<file path="src/rtl/conv_layer_sequencer_if.sv">
// Control bus between a conv-layer sequencer and its MAC datapath / stream sources.
// Widths are derived from the layer geometry so both ends always agree.
interface conv_layer_sequencer_if #(
   parameter int WOUT       = 64,
   parameter int CHIN       = 64,
   parameter int KERNEL_DIM = 3
);
   localparam int MACS      = KERNEL_DIM * KERNEL_DIM * CHIN;
   localparam int PIX_TOTAL = WOUT * WOUT;
   localparam int AW        = (MACS > 1) ? $clog2(MACS) : 1;
   localparam int PW        = $clog2(PIX_TOTAL + 1);

   logic          start;
   logic          ifm_valid;
   logic          ofm_ready;
   logic [AW-1:0] weight_addr;
   logic          mac_en;
   logic          mac_clr;
   logic          ofm_sample;
   logic [PW-1:0] pix_count;
   logic          busy;
   logic          done;

   // Layer controller / stream side: launches the layer and supplies handshakes.
   modport master (
      output start, ifm_valid, ofm_ready,
      input  weight_addr, mac_en, mac_clr, ofm_sample, pix_count, busy, done
   );

   // Sequencer side.
   modport slave (
      input  start, ifm_valid, ofm_ready,
      output weight_addr, mac_en, mac_clr, ofm_sample, pix_count, busy, done
   );
endinterface

</file>
<file path="src/rtl/conv_layer_sequencer.sv">
// Per-layer control FSM for a bank of parallel MACs sharing one ifm stream.
// Walks the weight ROM per output pixel, drains the ROM/kernel-register pipeline,
// then emits one clear/sample pulse when the output RAM is ready.
module conv_layer_sequencer #(
   parameter int WOUT       = 64,
   parameter int CHIN       = 64,
   parameter int KERNEL_DIM = 3,
   parameter int PIPE_LAT   = 2
) (
   input logic                    clk,
   input logic                    rst,
   conv_layer_sequencer_if.slave  ctl
);
   localparam int MACS      = KERNEL_DIM * KERNEL_DIM * CHIN;
   localparam int PIX_TOTAL = WOUT * WOUT;
   localparam int AW        = (MACS > 1) ? $clog2(MACS) : 1;
   localparam int PW        = $clog2(PIX_TOTAL + 1);
   localparam int FW        = (PIPE_LAT > 1) ? $clog2(PIPE_LAT) : 1;

   localparam logic [AW-1:0] ADDR_LAST  = AW'(MACS - 1);
   localparam logic [PW-1:0] PIX_LAST   = PW'(PIX_TOTAL - 1);
   localparam logic [FW-1:0] FLUSH_LAST = FW'(PIPE_LAT - 1);

   typedef enum logic [2:0] {
      S_IDLE,
      S_ACCUM,
      S_FLUSH,
      S_SAMPLE,
      S_DONE
   } state_t;

   state_t        state_q;
   logic [AW-1:0] weight_addr_q;
   logic [PW-1:0] pix_count_q;
   logic [FW-1:0] flush_q;
   logic          accum_q;
   logic          sample_q;
   logic          busy_q;
   logic          done_q;

   logic          mac_en_d;
   logic          pulse_d;

   // Only the two handshake gates look at inputs; everything else comes from registers.
   // The sample pulse is gated by ofm_ready in the same cycle so a stalled RAM never
   // sees a capture and the accumulators simply hold.
   assign mac_en_d = accum_q  & ctl.ifm_valid;
   assign pulse_d  = sample_q & ctl.ofm_ready;

   // Sequencer FSM: state, counters and decoded status flags updated together.
   always_ff @(posedge clk or negedge rst) begin
      if (!rst) begin
         state_q       <= S_IDLE;
         weight_addr_q <= '0;
         pix_count_q   <= '0;
         flush_q       <= '0;
         accum_q       <= 1'b0;
         sample_q      <= 1'b0;
         busy_q        <= 1'b0;
         done_q        <= 1'b0;
      end else begin
         case (state_q)
            S_IDLE, S_DONE: begin
               if (ctl.start) begin
                  state_q       <= S_ACCUM;
                  weight_addr_q <= '0;
                  pix_count_q   <= '0;
                  flush_q       <= '0;
                  accum_q       <= 1'b1;
                  busy_q        <= 1'b1;
                  done_q        <= 1'b0;
               end
            end
            S_ACCUM: begin
               if (mac_en_d) begin
                  if (weight_addr_q == ADDR_LAST) begin
                     weight_addr_q <= '0;
                     state_q       <= S_FLUSH;
                     accum_q       <= 1'b0;
                  end else begin
                     weight_addr_q <= weight_addr_q + 1'b1;
                  end
               end
            end
            S_FLUSH: begin
               if (flush_q == FLUSH_LAST) begin
                  flush_q  <= '0;
                  state_q  <= S_SAMPLE;
                  sample_q <= 1'b1;
               end else begin
                  flush_q <= flush_q + 1'b1;
               end
            end
            S_SAMPLE: begin
               if (pulse_d) begin
                  pix_count_q <= pix_count_q + 1'b1;
                  sample_q    <= 1'b0;
                  if (pix_count_q == PIX_LAST) begin
                     state_q <= S_DONE;
                     busy_q  <= 1'b0;
                     done_q  <= 1'b1;
                  end else begin
                     state_q <= S_ACCUM;
                     accum_q <= 1'b1;
                  end
               end
            end
            default: begin
               state_q  <= S_IDLE;
               accum_q  <= 1'b0;
               sample_q <= 1'b0;
               busy_q   <= 1'b0;
               done_q   <= 1'b0;
            end
         endcase
      end
   end

   assign ctl.weight_addr = weight_addr_q;
   assign ctl.mac_en      = mac_en_d;
   assign ctl.mac_clr     = pulse_d;
   assign ctl.ofm_sample  = pulse_d;
   assign ctl.pix_count   = pix_count_q;
   assign ctl.busy        = busy_q;
   assign ctl.done        = done_q;
endmodule

</file>
<file path="src/flat_wrapper.sv">
// flat-port wrapper written by rule: the top's interface ports become plain ports
module conv_layer_sequencer_flat 
#(
   parameter int WOUT       = 64,
   parameter int CHIN       = 64,
   parameter int KERNEL_DIM = 3,
   parameter int PIPE_LAT   = 2
)
  (clk, rst, ctl_start, ctl_ifm_valid, ctl_ofm_ready, ctl_weight_addr, ctl_mac_en, ctl_mac_clr, ctl_ofm_sample, ctl_pix_count, ctl_busy, ctl_done);
  conv_layer_sequencer_if #(.WOUT(WOUT), .CHIN(CHIN), .KERNEL_DIM(KERNEL_DIM)) ctl_i ();
  input logic clk;
  input logic rst;
  input wire logic [$bits(ctl_i.start)-1:0] ctl_start;
  input wire logic [$bits(ctl_i.ifm_valid)-1:0] ctl_ifm_valid;
  input wire logic [$bits(ctl_i.ofm_ready)-1:0] ctl_ofm_ready;
  output wire logic [$bits(ctl_i.weight_addr)-1:0] ctl_weight_addr;
  output wire logic [$bits(ctl_i.mac_en)-1:0] ctl_mac_en;
  output wire logic [$bits(ctl_i.mac_clr)-1:0] ctl_mac_clr;
  output wire logic [$bits(ctl_i.ofm_sample)-1:0] ctl_ofm_sample;
  output wire logic [$bits(ctl_i.pix_count)-1:0] ctl_pix_count;
  output wire logic [$bits(ctl_i.busy)-1:0] ctl_busy;
  output wire logic [$bits(ctl_i.done)-1:0] ctl_done;
  assign ctl_i.start = ctl_start;
  assign ctl_i.ifm_valid = ctl_ifm_valid;
  assign ctl_i.ofm_ready = ctl_ofm_ready;
  assign ctl_weight_addr = ctl_i.weight_addr;
  assign ctl_mac_en = ctl_i.mac_en;
  assign ctl_mac_clr = ctl_i.mac_clr;
  assign ctl_ofm_sample = ctl_i.ofm_sample;
  assign ctl_pix_count = ctl_i.pix_count;
  assign ctl_busy = ctl_i.busy;
  assign ctl_done = ctl_i.done;
  conv_layer_sequencer #(.WOUT(WOUT), .CHIN(CHIN), .KERNEL_DIM(KERNEL_DIM), .PIPE_LAT(PIPE_LAT)) u_core (.clk(clk), .rst(rst), .ctl(ctl_i));
endmodule
</file>
<file path="config.mk">
export PLATFORM = sky130hd
export DESIGN_NAME = conv_layer_sequencer_flat
export DESIGN_NICKNAME = d
export VERILOG_FILES = /design/src/rtl/conv_layer_sequencer_if.sv /design/src/rtl/conv_layer_sequencer.sv /design/src/flat_wrapper.sv
export SDC_FILE = /design/constraint.sdc
export NUM_CORES = 1
export LEC_CHECK = 0
export ABC_AREA = 1
export BUFFER_PORTS_ARGS = -buffer_cell sky130_fd_sc_hd__buf_2
export CELL_PAD_IN_SITES_DETAIL_PLACEMENT = 2
export CELL_PAD_IN_SITES_GLOBAL_PLACEMENT = 2
export CORE_MARGIN = 4
export CORE_UTILIZATION = 28
export CTS_BUF_LIST = sky130_fd_sc_hd__clkbuf_16
export DETAILED_ROUTE_END_ITERATION = 10
export PLACE_DENSITY_LB_ADDON = 0.1
export SYNTH_ARGS = -nofsm -noshare
export SYNTH_HDL_FRONTEND = slang
export SYNTH_SLANG_ARGS = --single-unit
export TNS_END_PERCENT = 100
</file>
<file path="constraint.sdc">
create_clock -name clk -period 1.52 [get_ports clk]
set_input_delay 0.304 -clock clk [delete_from_list [all_inputs] [get_ports clk]]
set_output_delay 0.304 -clock clk [all_outputs]
set_load 0.02 [all_outputs]
</file>
# Word-level counts from Yosys, hierarchy flattened
# Cells that the tools add are included.
# word_totals
reg_bits	31
in_bits	5
out_inout_bits	28
wordCells	75
# classes
n_addsub	3
eq_ne	13
muxes	32
bitwise_logic	5
n_reduce_logical	14
# ops
op	n
2-to-1 mux 10 bit	3
2-to-1 mux 13 bit	2
one-hot mux 13 bit (2 select lines)	1
one-hot mux 10 bit (2 select lines)	1
2-to-1 mux 3 bit	6
adder 13 x 1 -> 13 bit (second input constant)	1
== test 13 x 12 -> 1 bit (second input constant)	1
2-to-1 mux 1 bit	13
one-hot mux 3 bit (4 select lines)	1
adder 10 x 1 -> 10 bit (second input constant)	1
== test 10 bit (second input constant)	1
one-hot mux 1 bit (3 select lines)	3
AND reduction 3 bit	3
inequality test 2 bit (second input constant)	4
== test 3 x 2 -> 1 bit (second input constant)	2
inequality test 2 x 1 -> 1 bit (second input constant)	3
AND reduction 6 bit	1
nonzero test 2 bit	3
AND reduction 5 bit	1
one-hot mux 1 bit (4 select lines)	1
AND reduction 4 bit	1
OR reduction 2 bit	2
== test 3 x 1 -> 1 bit (second input constant)	1
== test 3 bit (second input constant)	1
7 further kinds	10

# Logic depth before layout (Yosys ltp)
# depth
ltp_word	4
mapped_depth	10
mapped_depth_nobuf	10

# Worst setup path before layout
# OpenSTA, ideal clock, no wires.
# synth_timing
path_type	reg2reg
start	register u_core.pix_count_q[0] (netlist: u_core.ctl.pix_count[0])
end	register u_core.busy_q (netlist: u_core.ctl.busy)
setup_ns	0.118
arrival_ns	1.524
required_time_ns	1.402
path_slack_ns	-0.122
stages_incl_launch_ff	11
n_path_buf	0
synth_period_minus_slack_ns	1.642
path_cell_list	dfrtp_1 -> ha_1 -> nand2_1 -> nor2_1 -> inv_1 -> nor2_2 -> nand2_1 -> nand2_1 -> nand2_1 -> nand2_1 -> nand2_1
# synth_via
elab_chain_len	3
# synth_rtl
item	line_no	source
start, declared	conv_layer_sequencer.sv:34	logic [PW-1:0] pix_count_q;
start signal, assigned	conv_layer_sequencer.sv:96	pix_count_q <= pix_count_q + 1'b1;
== test 13 x 12 -> 1 bit	conv_layer_sequencer.sv:98	if (pix_count_q == PIX_LAST) begin
inequality test 2 x 1 -> 1 bit (no line)	-	
AND reduction 4 bit (no line)	-	
end signal, assigned	conv_layer_sequencer.sv:70	busy_q <= 1'b1;
end signal, assigned	conv_layer_sequencer.sv:100	busy_q <= 1'b0;
end signal, assigned	conv_layer_sequencer.sv:112	busy_q <= 1'b0;
end, declared	conv_layer_sequencer.sv:38	logic busy_q;
# No other way between the ends.
# A chain may end at the register's enable or synchronous reset.

# Final worst setup path
# layout_timing
start	register u_core.state_q[2]
end	register u_core.pix_count_q[10] (netlist: u_core.ctl.pix_count[10])
# layout_via
elab_chain_len	4
word_cells_on_any_way	9
cone_classes	eq/ne (4); mux (1); reduce/logical (4)
# layout_rtl
item	line_no	source
start, declared	conv_layer_sequencer.sv:32	state_t state_q;
start signal, assigned	conv_layer_sequencer.sv:53	state_q <= S_IDLE;
start signal, assigned	conv_layer_sequencer.sv:65	state_q <= S_ACCUM;
start signal, assigned	conv_layer_sequencer.sv:78	state_q <= S_FLUSH;
== test 3 bit / zero test 3 bit (equally long branches)	conv_layer_sequencer.sv:62	case (state_q)
OR reduction 2 bit	conv_layer_sequencer.sv:62	
inequality test 2 bit (no line) / nonzero test 2 bit (equally long branches)	-	
AND reduction 3 bit (no line)	-	
# Several ways; a longest one is shown, not always the timed one.

==> flow_metrics.py <==
metrics = {
    "run_status": {
        "status": "completed",
    },
    "timing": {
        "finClkSkew_ns": 0.00288,
        "maxSlewHeadroom": 0.755,
        "tns_ns": 0,
        "hold_violations": 0,
        "holdWs_ns": 0.438,
        "fin_ws_ns": 0.0398,
        "setup_viol": 0,
        "max_clock_freq_mhz": 676,
        "rsz0062_at_grt": "yes",
        "slew_violations": 0,
        "min_period_over_period": 0.974,
        "tightest_slew_ns": 0.366,
        "fin_crit_ns": 1.48,
    },
    "synth": {
        "synth_cell_types": 25,
        "synth_area_per_cell_sq_um": 7.10,
        "ys_warn_count": 0,
        "synth_seq_cells": 31,
        "yosys.area.top_type": "dfrtp_1",
        "synthTopCellsByArea": "dfrtp_1, nand2_1, nand3_1",
        "syn-num-nets": 270,
        "syn_area_sq_um": 1870,
        "syn_inst": 263,
        "synth_top_area_share": 0.416,
        "seq_area_frac_synth": 0.416,
    },
    "power_and_ir_drop": {
        "ir_drop_mv": 0.588,
        "switching_share": 0.438,
        "sequentialPowerShare": 0.252,
        "p_total_mw": 4.19,
        "comb_power_share": 0.520,
        "internal_power_mw": 2.36,
        "p_leak_nw": 1.37,
        "pwr_density_cell_nw_per_um2": 1560,
        "clkPwrFrac": 0.228,
        "p_sw_mw": 1.84,
    },
    "route": {
        "wl_per_cell_um": 16.6,
        "routed_via_density": 4.93,
        "ant_nets": 0,
        "drt-pass1-iter-count": 4,
        "dr.first_iter.drc_count": 55,
        "vias": 2051,
        "drc_errors": 0,
        "wl_mm": 6.89,
    },
    "grt": {
        "grt.met2_usage": 0.275,
        "grt_pass1_vias": 2056,
        "gr-usage-met1": 0.245,
        "grt_pass1_wl_mm": 10.6,
        "antenna_found_initial": 0,
        "grt_util_met3": 0.0365,
        "grt_max_degree": 24,
        "globalRouteTotalUtil": 0.175,
        "overflow": 0,
        "busiest_layer": "met2",
    },
    "clocking": {
        "clk_latency_ns": 0.28,
        "clock-root-buffer": "clkbuf_16",
        "htreeDepth": 2,
        "clk_pin_slew_worst_paths_ns": 0.05,
        "clock-sinks": 31,
        "cts_buffers": 5,
        "tritoncts": "built",
        "clockBufferDepth": 2,
    },
    "critical_path": {
        "startpoint": "u_core.state_q[2]",
        "crit_type": "reg -> reg",
        "cp_cell_sequence": "buf_4 -> nor2_4 -> nand2_2 -> nand2_2 -> nor2_4 -> buf_12 -> buf_4 -> nand4_1 -> o21ai_0",
        "start_kind": "flop",
        "critPathArrivalTime_ns": 1.64,
        "slowest_stage": "dfrtp_1",
        "rr_worst_depth": 9,
        "reg2reg_slack_ns": 0.04,
        "crit_required_ns": 1.68,
        "crit_path_max_incr_delay_ns": 0.40,
        "worstSetupEndpoint": "u_core.ctl.pix_count[10]",
        "crit_family": "buffers and inverters",
        "r2r_end": "u_core.ctl.pix_count[10]",
        "r2r_start": "u_core.state_q[2]",
        "critPathCaptureType": "flop",
        "critPathMaxFanout": 10,
        "crit_buf_inv": 3,
        "cp.depth": 9,
    },
    "finish": {
        "antenna_cells": 0,
        "stdcell_count": 416,
        "layout_common_cells": "nand2_1, buf_4, buf_2",
        "post-route-cell-area_sq_um": 2690,
        "nNetsFinal": 345,
        "multiInputGateArea_sq_um": 1050,
        "fin_util": 0.419,
        "area_growth_pct": 44.1,
        "drive_gt1_frac": 0.351,
        "fillCellCount": 749,
        "final_common_cell": "nand2_1",
        "seq_area_sq_um": 783,
    },
    "die": {
        "pin_count": 33,
        "dieArea_sq_um": 8040,
        "die_w_um": 89.7,
        "row_count": 29,
        "coreArea_sq_um": 6420,
        "die_y_um": 89.7,
        "initial_core_util": 0.291,
    },
    "placed_design": {
        "hpwl_mm": 5.08,
        "place_ws_ns": -0.0327,
        "dp.cells": 400,
        "dpl_cell_area_sq_um": 2350,
        "place_congestion": 0.803,
        "numPortBuffers": 32,
    },
    "worst_hold_path": {
        "hp-class": "in -> async",
    },
    "run": {
        "drv_cap": 0,
    },
}
## cells by family after synthesis
| family | Yosys count | synth area share |
|---|---|---|
| AOI/OAI and AO/OA | 31 | 0.0918 |
| xor gates and xnor gates | 2 | 0.00939 |
| DFF | 31 | 0.416 |
| buffers and inverters | 37 | 0.0885 |
| adders and majority gates | 2 | 0.0134 |
| and+or+nand+nor | 160 | 0.381 |
## registers in the layout, summed over array words and instances (netlist names)
signal,count
u_core.flush_q,1
u_core.state_q,3
u_core.ctl.busy,1
u_core.ctl.pix_count,13
u_core.ctl.done,1
u_core.sample_q,1
u_core.accum_q,1
u_core.ctl.weight_addr,10
## per-layer routing
metal,vias to the layer above,wire [um]
met4,0,67
met2,23,3270
met3,6,146
met5,-,0
li1,1005,-
met1,1017,3410
## timing repair
item,in CTS,in global routing
endpoints found under the hold margin,8,0
cloned,0,0
endpoints found under the setup margin,9,28
gates resized for setup,7,31
hold buffers,1,0
setup buffers,0,7
pin swaps,0,8
## power by group through the flow
stage	Combinational, mW	Clock (mW)	Sequential, mW
after floorplan	1.08	0	1.11
after global placement	1.72	0	1.03
after global routing	2.41	1.03	1.08
final	2.18	0.956	1.06
after detailed placement	1.76	0	1.04
after CTS	1.83	0.988	1.03
## worst min path at each step
stage               start                 endpoint  slack [ns]  cells past startpoint
floorplan             rst           u_core.accum_q       0.008                      0
global route          rst  u_core.ctl.pix_count[9]        0.45                      2
detailed placement    rst  u_core.ctl.pix_count[5]        0.19                      1
finish                rst  u_core.ctl.pix_count[5]        0.44                      2
global placement      rst  u_core.ctl.pix_count[5]        0.19                      1
CTS                   rst  u_core.ctl.pix_count[5]        0.44                      2
## synth_stat cells
| master | n |
|---|---|
| buf_4 | 1 |
| buf_1 | 1 |
| nand2_2 | 2 |
| o21bai_1 | 4 |
| o21ai_1 | 6 |
| nand4_1 | 14 |
| nand2_1 | 79 |
| nor2_1 | 30 |
| inv_1 | 30 |
| nand3_2 | 1 |
| nor2_4 | 2 |
| o21ai_0 | 13 |
| ha_1 | 2 |
| nand3_1 | 25 |
| nand3b_1 | 3 |
| inv_2 | 2 |
| xor2_1 | 1 |
| buf_6 | 3 |
| nor2_2 | 2 |
| dfrtp_1 | 31 |
| o31ai_1 | 1 |
| xnor2_1 | 1 |
| a21oi_2 | 1 |
| nor3_1 | 2 |
| a21oi_1 | 6 |
## worst register-to-register path: cells and delay by family, from the launching register on
family                 cells  cell delay [ns]
AOI/OAI and AO/OA          1             0.08
buffers and inverters      3             0.45
DFF                        1             0.40
and+or+nand+nor            5             0.43
## area by class of cell
| class | count | share of cell area |
|---|---|---|
| Tap cell | 77 | 0.0358 |
| Timing Repair Buffer | 73 | 0.184 |
| Sequential cell | 31 | 0.291 |
| Clock inverter | 3 | 0.00465 |
| Multi-Input combinational cell | 195 | 0.391 |
| Inverter | 32 | 0.0465 |
| Clock buffer | 5 | 0.0465 |
(Power assumes the default switching activity.)
